===== config.mk =====
export PLATFORM = sky130hd
export DESIGN_NAME = cbrt_engine
export DESIGN_NICKNAME = d
export VERILOG_FILES = /design/src/rtl/cbrt_pkg.sv /design/src/rtl/cbrt_step.sv /design/src/rtl/cbrt_engine.sv
export SDC_FILE = /design/constraint.sdc
export NUM_CORES = 1
export LEC_CHECK = 0
export BUFFER_PORTS_ARGS = -buffer_cell sky130_fd_sc_hd__buf_4
export CORE_ASPECT_RATIO = 0.9
export CORE_MARGIN = 1.5
export CORE_UTILIZATION = 51
export CTS_CLUSTER_DIAMETER = 80
export DETAILED_ROUTE_END_ITERATION = 16
export MAX_ROUTING_LAYER = met4
export PLACE_DENSITY = 0.79
export SLEW_MARGIN = 30
export SYNTH_ARGS = -nofsm -noshare
export SYNTH_HDL_FRONTEND = slang
export SYNTH_HIERARCHICAL = 1
export SYNTH_SLANG_ARGS = --single-unit

===== constraint.sdc =====
create_clock -name clk -period 21.6 [get_ports clk]
set_clock_uncertainty 0.1 [all_clocks]
set_input_delay 4.32 -clock clk [delete_from_list [all_inputs] [get_ports clk]]
set_output_delay 4.32 -clock clk [all_outputs]
set_load 0.02 [all_outputs]

===== src/rtl/cbrt_pkg.sv =====
// Shared types and sizing for the cube-root engine and its display consumer.
package cbrt_pkg;

    typedef enum logic [1:0] {
        IDLE = 2'd0,
        CALC = 2'd1,
        DONE = 2'd2
    } cbrt_state_t;

    localparam int CBRT_WIDTH = 20;

    // Root width and iteration count for a given operand width.
    function automatic int cbrt_rw(input int width);
        return (width + 2) / 3;
    endfunction

endpackage


===== src/rtl/cbrt_step.sv =====
// One digit-recurrence step of the cube root: (x, y, s) -> (x', y').
module cbrt_step #(
    parameter int WIDTH = 20,
    parameter int RW    = 7,
    parameter int SW    = 5
) (
    input  logic [WIDTH-1:0] x,
    input  logic [RW-1:0]    y,
    input  logic [SW-1:0]    s,
    output logic [WIDTH-1:0] x_next,
    output logic [RW-1:0]    y_next
);

    localparam int IW = WIDTH + 2;

    logic [IW-1:0] x_ext_s;
    logic [IW-1:0] y2_s;
    logic [IW-1:0] y2p1_s;
    logic [IW-1:0] b_s;
    logic [IW-1:0] xs_s;
    logic [IW-1:0] sub_s;
    logic          unused_s;

    assign x_ext_s = {2'b00, x};
    assign y2_s    = IW'(y) << 1;
    assign y2p1_s  = y2_s + IW'(1);
    assign b_s     = IW'(3) * y2_s * y2p1_s + IW'(1);
    // Compare against shifted x so b is never shifted past the top bit.
    assign xs_s    = x_ext_s >> s;
    assign sub_s   = x_ext_s - (b_s << s);
    assign unused_s = ^{sub_s[IW-1:WIDTH], y2_s[IW-1:RW], y2p1_s[IW-1:RW]};

    // Accept or reject the trial bit.
    always_comb begin
        x_next = x;
        y_next = y2_s[RW-1:0];
        if (xs_s >= b_s) begin
            x_next = sub_s[WIDTH-1:0];
            y_next = y2p1_s[RW-1:0];
        end else begin
            x_next = x;
            y_next = y2_s[RW-1:0];
        end
    end

endmodule


===== src/rtl/cbrt_engine.sv =====
// Sequential floor(cbrt(operand)) engine, one root bit per clock.
// Define CBRT_REM_EN to export operand - root^3 on the remainder port.
module cbrt_engine
    import cbrt_pkg::*;
#(
    parameter int WIDTH = CBRT_WIDTH
) (
    input  logic                      clk,
    input  logic                      rst,
    input  logic                      start,
    input  logic [WIDTH-1:0]          operand,
    output logic                      busy,
    output logic                      done,
    output logic [cbrt_rw(WIDTH)-1:0] root
`ifdef CBRT_REM_EN
    ,
    output logic [WIDTH-1:0]          remainder
`endif
);

    localparam int RW = cbrt_rw(WIDTH);
    localparam int SW = $clog2(3 * RW + 1);
    localparam logic [SW-1:0] S_INIT = SW'(3 * (RW - 1));
    localparam logic [SW-1:0] S_STEP = SW'(3);

    cbrt_state_t      state_r;
    cbrt_state_t      state_nxt_s;
    logic [WIDTH-1:0] x_r;
    logic [RW-1:0]    y_r;
    logic [SW-1:0]    s_r;
    logic [WIDTH-1:0] x_nxt_s;
    logic [RW-1:0]    y_nxt_s;
    logic             busy_r;
    logic             done_r;
    logic [RW-1:0]    root_r;
    logic             accept_s;
    logic             step_s;
    logic             last_s;
    logic             busy_nxt_s;
    logic             done_nxt_s;

    cbrt_step #(
        .WIDTH (WIDTH),
        .RW    (RW),
        .SW    (SW)
    ) u_step (
        .x      (x_r),
        .y      (y_r),
        .s      (s_r),
        .x_next (x_nxt_s),
        .y_next (y_nxt_s)
    );

    // State register.
    always_ff @(posedge clk or posedge rst) begin
        if (rst) begin
            state_r <= IDLE;
        end else begin
            state_r <= state_nxt_s;
        end
    end

    // Next-state logic; a start during CALC is simply not looked at.
    always_comb begin
        state_nxt_s = state_r;
        case (state_r)
            IDLE:    state_nxt_s = start ? CALC : IDLE;
            CALC:    state_nxt_s = (s_r == {SW{1'b0}}) ? DONE : CALC;
            DONE:    state_nxt_s = start ? CALC : IDLE;
            default: state_nxt_s = IDLE;
        endcase
    end

    // Control decode feeding the datapath and the registered handshake.
    always_comb begin
        accept_s = 1'b0;
        step_s   = 1'b0;
        case (state_r)
            IDLE:    accept_s = start;
            CALC:    step_s   = 1'b1;
            DONE:    accept_s = start;
            default: accept_s = 1'b0;
        endcase
        last_s     = step_s && (s_r == {SW{1'b0}});
        busy_nxt_s = (state_nxt_s == CALC);
        done_nxt_s = (state_nxt_s == DONE);
    end

    // Iteration registers and held results.
    always_ff @(posedge clk or posedge rst) begin
        if (rst) begin
            x_r    <= {WIDTH{1'b0}};
            y_r    <= {RW{1'b0}};
            s_r    <= {SW{1'b0}};
            busy_r <= 1'b0;
            done_r <= 1'b0;
            root_r <= {RW{1'b0}};
        end else begin
            busy_r <= busy_nxt_s;
            done_r <= done_nxt_s;
            if (accept_s) begin
                x_r <= operand;
                y_r <= {RW{1'b0}};
                s_r <= S_INIT;
            end else if (step_s) begin
                x_r <= x_nxt_s;
                y_r <= y_nxt_s;
                if (!last_s) begin
                    s_r <= s_r - S_STEP;
                end
            end
            if (last_s) begin
                root_r <= y_nxt_s;
            end
        end
    end

`ifdef CBRT_REM_EN
    logic [WIDTH-1:0] rem_r;

    // Remainder is the residual x captured alongside the root.
    always_ff @(posedge clk or posedge rst) begin
        if (rst) begin
            rem_r <= {WIDTH{1'b0}};
        end else if (last_s) begin
            rem_r <= x_nxt_s;
        end
    end

    assign remainder = rem_r;
`endif

    assign busy = busy_r;
    assign done = done_r;
    assign root = root_r;

endmodule

==> metrics.md <==
| Metric | Value |
|---|---|
| Outcome | `complete, no violations` |
| Reg2reg end | `x_r[19]$_DFFE_PP0P_` |
| Area of the multi-input gates | `about 6200 µm²` |
| Mapped Area | `7820 µm²` |
| Ant diodes | `0` |
| Max-cap violation count | `0` |
| Worst Path Arrival | `9410 ps` |
| # nets final | `1,112` |
| Synth Instances | `963` |
| R2r worst-path depth | `38` |
| Clock buffer depth | `2` |
| Setup Crit Path Kind | `flip-flop to flip-flop` |
| DR pass1 iterations | `6` |
| FF/Latch Area | `around 1100 µm²` |
| Routed via count | `7,142` |
| Fraction of registers with async set/reset | `between 90% and 100%` |
| Cells after DPL | `1,147` |
| EDFF count, synth | `0` |
| Routed wire per std cell | `17.7 µm` |
| Area grow syn2layout | `5.85%` |
| Final GP Congestion | `1.06` |
| CTS root buf | `clkbuf_16` |
| Clock Sinks | `43` |
| Setup violators final | `0` |
| Final Hold Vio Count | `0` |
| Vias in the first global route | `6,661` |
| Final Slew Violations | `0` |
| CTS tree | `done` |
| Die height | `between 100 and 150 µm` |
| Die W | `around 130 µm` |
| IO Count | `32` |
| Max stage delay on crit path | `780 ps` |
| Min Tclk post-route | `9300 ps` |
| Number of buffer and inverter stages on the critical path | `4` |
| Share of post-route cells with drive strength above 1 | `9.82%` |
| RSZ-0062 raised after global routing | `no` |
| Slew at the pin closest to its max-slew limit | `between 800 and 900 ps` |
| Cell variety after synth | `between 60 and 70` |
| Net Count, Synth | `1,119` |
| Cell Rows | `42` |
| Core area | `~15,000 µm²` |
| Slew HR | `40.8%` |
| Hold Path Depth | `1` |
| Crit. End Element | `flip-flop` |
| Setup Fix Bufs, Post-CTS | `0` |
| Worst-Skew Late Latency | `~290 ps` |
| Final period util | `between 40% and 50%` |
| Synthesis warning total | `6` |
| Final hold slack | `slightly above 400 ps` |
| FF-to-FF setup slack | `12,300 ps` |
| Reg2reg start | `y_r[0]$_DFFE_PP0P_` |
| Crit path max-delay family | `adder cells` |
| # DRC | `0` |
| Count of input and output buffers | `31` |
| Hold Crit Endpoint | `root[5]$_DFFE_PP0P_` |
| Initial core utilization | `52.6%` |
| Die ar. | `roughly 16,000 µm²` |
| Remaining global-route overflow | `0` |
| Hold_sp | `root[5]$_DFFE_PP0P_` |
| GRT Resource Usage Total | `26.5%` |
| Ys flop type | `dfrtp_1` |
| CP Max Fanout | `22` |
| 1st-iter DRT viols | `630` |
| Clk pin slew, worst setup/hold paths | `60 ps` |
| Initial antenna violation count | `0` |
| Post-DRT Antenna Nets | `0` |
| Final Non-Filler Cells | `1,155` |
| First-pass GRT wire length | `33,500 µm` |
| CP max stage cell | `dfrtp_1` |
| Fmax | `0.108 GHz` |
| Post_cts resized | `0` |
| # fillers | `between 1,000 and 1,500` |
| Sequential share of the synthesized area | `13.8%` |
| Post-CTS Hold Buffers | `0` |
| Drt total wl | `~20,000 µm` |
| Syn Area/Cell | `8.12 µm²` |
| Vias per cell | `6.18` |
| Final WS setup | `12,300 ps` |
| Hold Crit Class | `flip-flop to flip-flop` |
| Hpwl dp | `15,600 µm` |
| # H-tree levels | `2` |
| Setup Slack @ Placement | `12,420 ps` |
| Startpoint types | `flip-flop` |
| Setup Total Neg Slack | `0 ps` |
| Pin count of the biggest net entering global routing | `57` |
| Total CTS buffers | `5` |
| Worst Path Required | `about 22,000 ps` |
| Synth Register Bits | `43` |
-- flip-flops by register name, indices dropped and copies added (netlist names) --
register	flops
x_r	20
s_r	5
root	7
y_r	7
done	1
state_r	2
busy	1
-- cell usage in the layout, fill, tap and decap left out, drive strengths merged, types with 6 or more instances in the layout --
| master | Yosys | routed |
|---|---|---|
| nor2b | 18 | 18 |
| a21oi | 47 | 47 |
| a31oi | 29 | 29 |
| nor3 | 9 | 9 |
| mux4 | 18 | 18 |
| fa | 42 | 42 |
| mux2i | 31 | 31 |
| nor2 | 92 | 92 |
| a21o | 21 | 21 |
| nand2 | 122 | 122 |
| buf | 24 | 41 |
| inv | 78 | 77 |
| dfrtp | 43 | 43 |
| o21a | 10 | 10 |
| ha | 91 | 91 |
| xnor2 | 14 | 14 |
| xor2 | 18 | 18 |
| and2 | 22 | 22 |
| mux2 | 14 | 14 |
| and3 | 9 | 9 |
| o21ai | 52 | 52 |
| o211ai | 10 | 10 |
| clkbuf | 31 | 6 |
| nand2b | 13 | 13 |
| nand3 | 12 | 12 |
| a211oi | 11 | 11 |
| a22o | 11 | 11 |
-- how the worst max path moves through the flow --
stage | start | endpoint | slack [ps] | cells after the start
CTS | y_r[0]$_DFFE_PP0P_ | x_r[19]$_DFFE_PP0P_ | 12380 | 38
global placement | y_r[0]$_DFFE_PP0P_ | x_r[19]$_DFFE_PP0P_ | 12730 | 38
detailed placement | y_r[0]$_DFFE_PP0P_ | x_r[19]$_DFFE_PP0P_ | 12420 | 38
floorplan | y_r[1]$_DFFE_PP0P_ | x_r[19]$_DFFE_PP0P_ | 13530 | 37
finish | y_r[0]$_DFFE_PP0P_ | x_r[19]$_DFFE_PP0P_ | 12300 | 38
global route | y_r[0]$_DFFE_PP0P_ | x_r[19]$_DFFE_PP0P_ | 11760 | 38
-- stage by stage --
stage	instance area (µm²)	util, %
global placement	8140	54.7
floorplan	7820	-
global route	8280	55.7
finish	8280	55.7
CTS	8280	55.7
detailed placement	8140	54.7
-- cell usage after synthesis (all sizes together) (3+ instances only) --
master     n  share of area, %
or3        5              0.40
o31a       4              0.45
o21bai     3              0.29
clkbuf    31               1.5
a221oi     5              0.72
a22o      11               1.2
or2        3              0.24
nor2b     18               1.4
mux2i     31               4.0
dfrtp     43                14
nand4      4              0.32
and4       4              0.45
o21a      10              0.96
ha        91                15
a31oi     29               2.3
a21oi     47               3.0
nand2b    13               1.0
o22ai      5              0.40
a21o      21               2.0
buf       24               1.6
o21ai     52               3.3
mux2      14               2.0
a211o      3              0.34
nand3     12              0.77
fa        42                11
inv       78               3.7
mux4      18               5.2
a2111oi    3              0.42
o211ai    10              0.96
and2      22               1.8
xnor2     14               1.6
nor3       9              0.58
a211oi    11               1.1
a311oi     3              0.34
and3       9              0.72
o41ai      3              0.34
nand2    122               5.9
nor2      92               4.6
xor2      18               2.0
a221o      5              0.64
-- routing by layer --
metal | part of all wire (%) | vias up | track usage, %
met1 | 46 | 3397 | 38.3
met3 | 8.1 | 41 | 3.02
met2 | 43 | 326 | 38.5
met4 | 2.9 | 0 | 9.10
li1 | - | 3378 | -
met5 | 0 | - | -
-- worst register-to-register path: cells and delay by family, from the launching register on --
kind	cells	cell delay (ps)
AO/OA/AOI/OAI	11	2100
XOR/XNOR	2	360
adder cells (fa/ha/maj)	9	3890
buffers and inverters	4	330
flip-flops	1	780
multiplexers	3	590
AND/OR/NAND/NOR	9	1070
-- cell families (layout without fill, tap and decap cells) --
kind of cell,Yosys count,after routing,synth area share (%)
simple gates,319,319,18.9
compound gates,239,239,20.4
buf+inv,134,128,6.89
fa+ha+maj,133,133,25.3
mux,63,63,11.2
flops,43,43,13.8
xor+xnor,32,32,3.58
-- cell type report --
class,count,share of cell area [%]
Multi-Input combinational cell,786,75.0
Sequential cell,43,13.0
Timing Repair Buffer,41,3.72
Inverter,79,3.58
Tap cell,198,2.99
Clock buffer,6,1.56
Clock inverter,2,0.151
Power is not shown: default switching activity piles up to over one toggle a cycle in this logic, so the estimate is an artifact.
